===== config.mk =====
export PLATFORM = sky130hd
export DESIGN_NAME = adder_pipe_arbiter
export DESIGN_NICKNAME = d
export VERILOG_FILES = /design/src/rtl/adder_pipe_arbiter.sv
export SDC_FILE = /design/constraint.sdc
export NUM_CORES = 1
export LEC_CHECK = 0
export CAP_MARGIN = 15
export CORE_AREA = 8 8 108 110
export CTS_CLUSTER_DIAMETER = 120
export CTS_CLUSTER_SIZE = 10
export DETAILED_ROUTE_END_ITERATION = 7
export DIE_AREA = 0 0 116 118
export PLACE_DENSITY_LB_ADDON = 0.12
export REMOVE_ABC_BUFFERS = 1
export SLEW_MARGIN = 20
export SYNTH_ARGS = -nofsm -noshare
export SYNTH_HDL_FRONTEND = slang
export SYNTH_SLANG_ARGS = --single-unit

===== constraint.sdc =====
create_clock -name clk -period 2.3 [get_ports clk]
set_clock_uncertainty 0.1 [all_clocks]
set_input_delay 0.46 -clock clk [delete_from_list [all_inputs] [get_ports clk]]
set_output_delay 0.46 -clock clk [all_outputs]
set_load 0.05 [all_outputs]

===== src/rtl/adder_pipe_arbiter.sv =====
// Purpose: round-robin front end for two requesters sharing an external 4-stage adder, tracking owners in a tag shadow.
// Latency: 4 advancing cycles from accept to rspN_valid; each held or stalled cycle adds one.
// Backpressure: a non-ready owner at the output stage freezes the whole pipe and drops both req ready lines.
module adder_pipe_arbiter (
  input  logic        clk,
  input  logic        rst,
  input  logic        req0_valid,
  input  logic        req1_valid,
  input  logic [31:0] req0_a,
  input  logic [31:0] req0_b,
  input  logic [31:0] req1_a,
  input  logic [31:0] req1_b,
  input  logic        req0_cin,
  input  logic        req1_cin,
  output logic        req0_ready,
  output logic        req1_ready,
  output logic [31:0] rsp_res,
  output logic        rsp_cout,
  output logic        rsp0_valid,
  output logic        rsp1_valid,
  input  logic        rsp0_ready,
  input  logic        rsp1_ready,
  output logic [31:0] add_data1,
  output logic [31:0] add_data2,
  output logic        add_cin,
  output logic        add_valid_in,
  output logic        add_out_allow,
  output logic [3:0]  add_stop,
  output logic [3:0]  add_rst,
  input  logic [31:0] add_res,
  input  logic        add_cout,
  input  logic        add_valid_out,
  input  logic        hold,
  input  logic        flush,
  input  logic        drain,
  output logic [2:0]  inflight,
  output logic        drain_done,
  output logic        err
);

  typedef enum logic [1:0] {ST_RUN, ST_DRAIN, ST_FLUSH} state_t;

  state_t     state;
  state_t     state_nxt;
  logic [3:0] tag_vld;     // index 3 mirrors the adder output stage
  logic [3:0] tag_id;
  logic       last_grant;
  logic       err_q;
  logic       adv;
  logic       out_rdy;
  logic       grant;
  logic       any_req;
  logic       accept;
  logic [2:0] vld_cnt;
  logic       drain_fin;

  // Ready of whichever requester owns the result currently at the output stage
  assign out_rdy = tag_id[3] ? rsp1_ready : rsp0_ready;
  assign adv     = !rst && !hold && !(tag_vld[3] && !out_rdy);

  // Round-robin choice: a lone requester wins, a tie goes to the one not granted last
  always_comb begin
    grant = 1'b0;
    if (req0_valid && req1_valid) begin
      grant = ~last_grant;
    end else if (req1_valid) begin
      grant = 1'b1;
    end
  end

  assign any_req = req0_valid || req1_valid;
  assign accept  = (state == ST_RUN) && adv && !flush && any_req;

  // Operand mux toward the adder follows the grant
  always_comb begin
    add_data1    = grant ? req1_a   : req0_a;
    add_data2    = grant ? req1_b   : req0_b;
    add_cin      = grant ? req1_cin : req0_cin;
    add_valid_in = accept;
    req0_ready   = accept && !grant;
    req1_ready   = accept &&  grant;
  end

  assign vld_cnt   = {2'b00, tag_vld[0]} + {2'b00, tag_vld[1]} +
                     {2'b00, tag_vld[2]} + {2'b00, tag_vld[3]};
  // A held pipe cannot finish draining even if empty, so completion waits for hold to drop
  assign drain_fin = (vld_cnt == 3'd0) && !hold;

  // State register
  always_ff @(posedge clk) begin
    if (rst) begin
      state <= ST_RUN;
    end else begin
      state <= state_nxt;
    end
  end

  // Next-state: flush always wins over drain, and a flush lasts exactly one cycle
  always_comb begin
    state_nxt = state;
    case (state)
      ST_RUN: begin
        if (flush)      state_nxt = ST_FLUSH;
        else if (drain) state_nxt = ST_DRAIN;
      end
      ST_DRAIN: begin
        if (flush)          state_nxt = ST_FLUSH;
        else if (drain_fin) state_nxt = ST_RUN;
      end
      ST_FLUSH: state_nxt = ST_RUN;
      default:  state_nxt = ST_RUN;
    endcase
  end

  // State-dependent outputs: adder clears, response gating, drain completion pulse
  always_comb begin
    add_rst       = (rst || state == ST_FLUSH) ? 4'b0000 : 4'b1111;
    add_stop      = adv ? 4'b1111 : 4'b0000;
    add_out_allow = adv;
    drain_done    = !rst && (state == ST_DRAIN) && !flush && drain_fin;
    rsp0_valid    = !rst && (state != ST_FLUSH) && tag_vld[3] && !tag_id[3] && add_valid_out;
    rsp1_valid    = !rst && (state != ST_FLUSH) && tag_vld[3] &&  tag_id[3] && add_valid_out;
    rsp_res       = add_res;
    rsp_cout      = add_cout;
    inflight      = rst ? 3'd0 : vld_cnt;
    err           = err_q;
  end

  // Tag shadow shifts in lockstep with the adder; the output entry retires as it shifts out
  always_ff @(posedge clk) begin
    if (rst || state == ST_FLUSH) begin
      tag_vld <= 4'b0000;
      tag_id  <= 4'b0000;
    end else if (adv) begin
      tag_vld <= {tag_vld[2:0], accept};
      tag_id  <= {tag_id[2:0], grant};
    end
  end

  // Fairness pointer moves only when a grant turns into an accept
  always_ff @(posedge clk) begin
    if (rst) begin
      last_grant <= 1'b1;
    end else if (accept) begin
      last_grant <= grant;
    end
  end

  // Sticky flag: the adder's output valid disagreed with the shadow on an advancing cycle
  always_ff @(posedge clk) begin
    if (rst) begin
      err_q <= 1'b0;
    end else if (adv && (tag_vld[3] != add_valid_out)) begin
      err_q <= 1'b1;
    end
  end

endmodule


# --- Word level (Yosys, flattened, before mapping) ---
# Index checks and enable logic that the tools add are counted.
classes:
  add_sub_neg: 3
  n_eq_ne: 6
  mux: 14
  bitwise: 1
  n_reduce_logical: 32
op_table:
  columns: ["op", "count"]
  rows:
  - ["2-to-1 mux 32 bit", 2]
  - ["logical AND 1 bit", 20]
  - ["2-to-1 mux 2 bit", 4]
  - ["2-to-1 mux 4 bit", 2]
  - ["zero test 1 bit", 7]
  - ["!= test 3 bit (second input constant)", 2]
  - ["2-to-1 mux 1 bit", 4]
  - ["case mux 2 bit (2 select lines)", 1]
  - ["adder 2 x 1 -> 3 bit", 1]
  - ["adder 3 x 1 -> 3 bit", 1]
  - ["zero test 3 bit", 1]
  - ["2-to-1 mux 3 bit", 1]
  - ["adder 1 x 1 -> 2 bit", 1]
  - ["== test 2 x 1 -> 1 bit (second input constant)", 1]
  - ["== test 2 bit (second input constant)", 1]
  - ["zero test 2 bit", 1]
  - ["logical OR 1 bit", 2]
  - ["!= test 2 bit (second input constant)", 1]
  - ["AND reduction 2 bit", 1]
  - ["!= test 1 bit", 1]
  - ["inverter 1 bit", 1]
word_totals:
  reg_bits: 12
  out_inout_bits: 117

# --- Logic depth before layout (Yosys ltp) ---
# Gate-level depths: netlist of run 1.
logic_depth:
  word_depth: 9
  mapped_depth: 8
  ltp_nobuf: 8

# --- Least setup slack after synthesis of run 1 ---
# OpenSTA, ideal clock, no wires.
synth_timing:
  kind: "register -> output"
  start: "reg tag_vld[3]"
  end: "out drain_done"
  t_arrival_ns: 2.249
  setup_slack_ns: -0.509
  stages_incl_launch_ff: 8
  cell_sequence: "dfxtp_1 -> inv_1 -> fa_1 -> inv_1 -> ha_1 -> ha_1 -> nor4_1 -> and3_1"
synth_via:
  elab_chain_len: 4
synth_lines:
  columns: ["element", "line", "source"]
  rows:
  - ["from (decl)", "45", "logic [3:0] tag_vld;"]
  - ["from (signal assigned)", "135", "tag_vld <= {tag_vld[2:0], accept};"]
  - ["adder 3 x 1 -> 3 bit", "85", "{2'b00, tag_vld[2]} + {2'b00, tag_vld[3]};"]
  - ["zero test 3 bit", "87", "assign drain_fin = (vld_cnt == 3'd0) && !hold;"]
  - ["logical AND 1 bit", "87", null]
  - ["logical AND 1 bit", "120", "drain_done = !rst && (state == ST_DRAIN) && !flush && drain_fin;"]
  - ["to (decl)", "37", "output logic drain_done,"]
# Every way passes these cells.

# --- Worst setup path in the final report of run 1 ---
layout_timing:
  start: "reg tag_vld[0]"
  end: "out drain_done"
layout_via:
  elab_chain_len: 6
layout_lines:
  columns: ["element", "line", "source"]
  rows:
  - ["adder 1 x 1 -> 2 bit", "84", "assign vld_cnt = {2'b00, tag_vld[0]} + {2'b00, tag_vld[1]} +"]
  - ["adder 2 x 1 -> 3 bit", "84", null]
  - ["adder 3 x 1 -> 3 bit", "85", null]
  - ["zero test 3 bit", "87", null]
  - ["logical AND 1 bit", "87", null]
  - ["logical AND 1 bit", "120", null]
# Every way passes these cells.

==> results.py, run 1 <==
metrics = {
    "status": {
        "outcome": "finished, violations left",
        "violations": "setup timing",
    },
    "global_routing": {
        "grt_use_met1_pct": 15.3,
        "grtUsageMet3_pct": 14.3,
        "grt_max_degree": 17,
        "grt-ovfl-total": 0,
        "antenna_found_initial": 1,
        "grt_pass1_vias": 2585,
        "met2_usage_pct": 27.7,
        "grt_usage_pct": 16.7,
        "grt_first_pass_wirelength_um": 16700,
        "top_usage_layer": "met2",
    },
    "clock_network": {
        "cts_sinks": 12,
        "cts.clk_slew.worst_paths_ps": 50,
        "cts_root_buf": "clkbuf_8",
        "clock_latency_ps": 230,
        "max-clock-path-buffers": 2,
        "numCtsBuffers": 3,
        "tritoncts": "done",
        "cts_max_level": 1,
    },
    "placement": {
        "hpwl_um": 10100,
        "gp_congestion": 0.717,
        "place_ws_ps": -436,
        "numPortBuffers": 223,
    },
    "yosys": {
        "yosys_warnings": 0,
        "synth_cells": 183,
        "synth_area_leaders": "mux2_2 (43%), buf_4 (18%), dfxtp_1 (14%), inv_1 (2.0%), buf_6 (2.0%)",
        "synth_top_area_share_pct": 42.8,
        "synth-seq-area-share_pct": 14.1,
        "syn_area_per_cell_sq_um": 9.34,
        "syn_area_sq_um": 1710,
        "synth_cell_types": 28,
        "yosysTopAreaCell": "mux2_2",
        "synth-seq-cells": 12,
    },
    "setup_path": {
        "endpoint_kind": "primary output",
        "r2r_setup_slack_ps": 340,
        "critical_path_class": "reg2out",
        "cp_data_arrival_time_ps": 2170,
        "start_kind": "flop",
        "r2r-start": "tag_vld[0]",
        "cp_max_fo": 2,
        "reg2reg_depth": 8,
        "rr_endpoint": "state[0]",
        "critPathRequiredTime_ps": 1740,
    },
    "floorplan": {
        "ios": 290,
        "core.rowCount": 37,
        "die_x_um": 116,
        "die_h_um": 118,
        "die_area_sq_um": 13700,
        "start_util_pct": 17.1,
        "core_area_sq_um": 10000,
    },
    "flow_run": {
        "maxCapViolations": 0,
    },
    "route": {
        "drt_iter0_markers": 20,
        "wl_per_cell_um": 22.4,
        "viasPerCell": 4.12,
        "wl_um": 11800,
        "drc": 0,
        "antenna_left": 0,
        "vias": 2168,
        "dr.pass1.iters": 4,
    },
    "sta": {
        "setup_viol": 4,
        "hold_slack_ps": 360,
        "fin_crit_sh_pct": 119,
        "timing.slew.headroom_pct": 67.0,
        "worst_slew_pin_slew_ps": 493,
        "fmax_mhz": 367,
        "finalWorstSetupSlack_ps": -426,
        "maxSlewViolCount": 0,
        "rsz0062_at_grt": "true",
        "post-route-min-period_ps": 2730,
        "hold_viol": 0,
    },
    "power_and_ir_drop": {
        "ir_drop_mv": 0.184,
        "power_leakage_nw": 1.91,
        "power.total_w": 0.00170,
        "power.density_nw_per_um2": 369,
    },
    "min_path": {
        "hp-start": "tag_id[1]",
        "hold_end": "tag_id[1]",
        "min_path_cells": 2,
        "hold_class": "reg2reg",
    },
    "cells_and_area": {
        "fin_nets": 568,
        "syn_to_final_growth_pct": 169,
        "drive_above_1_share_pct": 52.3,
        "diodes": 0,
        "final_core_util_pct": 46.0,
    },
}
-- kinds of logic (layout without fill, tap and decap cells) --
family / count (synthesis) / count (layout) / share of synthesized area (%)
compound gates: 15 / 15 / 7.47
xor+xnor: 1 / 1 / 0.513
fa+ha+maj: 3 / 3 / 2.64
buf+inv: 60 / 267 / 24.1
flops: 12 / 12 / 14.1
mux: 67 / 67 / 44.0
simple gates: 25 / 25 / 7.25
-- power by group --
part / leakage, nW / internal (W) / total (W) / switching (W)
combinational: 1.79 / 0.000644 / 0.00129 / 0.000646
clock: 0.0216 / 0.000115 / 0.000185 / 0.0000703
sequential: 0.0987 / 0.000216 / 0.000221 / 0.00000514
total: 1.91 / 0.000975 / 0.00170 / 0.000721
-- cell type report --
class	instances	area (sq um)
repair buffers	254	2870
well taps	136	170
multi-input cells	111	1240
fillers	1021	5400
inverters	10	37.5
clock buffers	3	41.3
flip-flops and latches	12	243
-- worst max-delay path: stages (launching register included) --
cell     delay (ps)
dfxtp_2         320
inv_2            40
fa_1            540
inv_2            50
ha_4            150
ha_4            160
nor4_4          300
and3_4          230
buf_12          130
-- synth_stat cells --
cell type,n
o211a_1,1
ha_1,2
nor2_1,4
mux2i_1,2
o2111ai_2,1
a211oi_4,1
fa_1,1
and3_1,1
nor3_1,3
inv_2,1
xor2_1,1
mux2_2,65
nor4_1,1
a21o_1,1
buf_2,5
a221oi_1,1
nor3b_1,1
o21ai_0,3
o31ai_1,4
dfxtp_1,12
nand3_1,6
buf_4,42
a21oi_1,2
a21boi_2,1
inv_1,9
nand2_1,5
buf_6,3
nor2b_1,4
-- metrics by stage --
stage                     instances  TNS (ps)  area (sq um)
after floorplan                 133    -94260          1340
after global placement          514    -20010          3970
after detailed placement        514    -20490          3970
after CTS                       528     -1270          4610
after global routing            526     -1030          4600
final                           526      -775          4600
-- cell usage in the layout, fill, tap and decap left out, types with 4 or more instances in the layout --
| master | Yosys | routed |
|---|---|---|
| o31ai_1 | 4 | 4 |
| mux2_2 | 65 | 44 |
| mux2_4 | 0 | 21 |
| buf_12 | 0 | 23 |
| inv_1 | 9 | 7 |
| buf_8 | 0 | 21 |
| clkdlybuf4s50_1 | 0 | 134 |
| dfxtp_1 | 12 | 10 |
| buf_4 | 42 | 39 |
| nand2_1 | 5 | 5 |
| buf_6 | 3 | 28 |
| nand3_1 | 6 | 6 |
-- timing repair --
action | in CTS | in global routing
cloned | 4 | 0
pin swaps | 5 | 3
hold buffers | 0 | 0
setup endpoints to repair | 79 | 43
buffers inserted | 7 | 1
resized for setup | 116 | 17
-- per-layer routing --
metal	up-vias	share of wire, %	wire [um]
met4	4	0.31	36
li1	1013	-	-
met3	6	18	2150
met5	-	0.83	98
met2	165	48	5670
met1	980	32	3820
-- state kept, by name (all words and copies together) (netlist names) --
register	count
tag_id	4
state	2
tag_vld	4
last_grant	1
err	1
-- how the worst max path moves through the flow --
stage | slack [ps] | endpoint | depth (start not counted) | start
floorplan | -1400 | req1_ready | 2 | req1_valid
global placement | -430 | drain_done | 8 | tag_vld[0]
detailed placement | -440 | drain_done | 8 | tag_vld[0]
CTS | -430 | drain_done | 8 | tag_vld[0]
global route | -490 | drain_done | 8 | tag_vld[0]
finish | -430 | drain_done | 8 | tag_vld[0]
No activity file was read; power rests on OpenSTA's default activity.
==> run 2, diff against run 1 <==
- HOLD_SLACK_MARGIN: unset -> 0.03
==> results of run 2 <==
The final DEF is identical to that of run 1; final timing and power are the same.
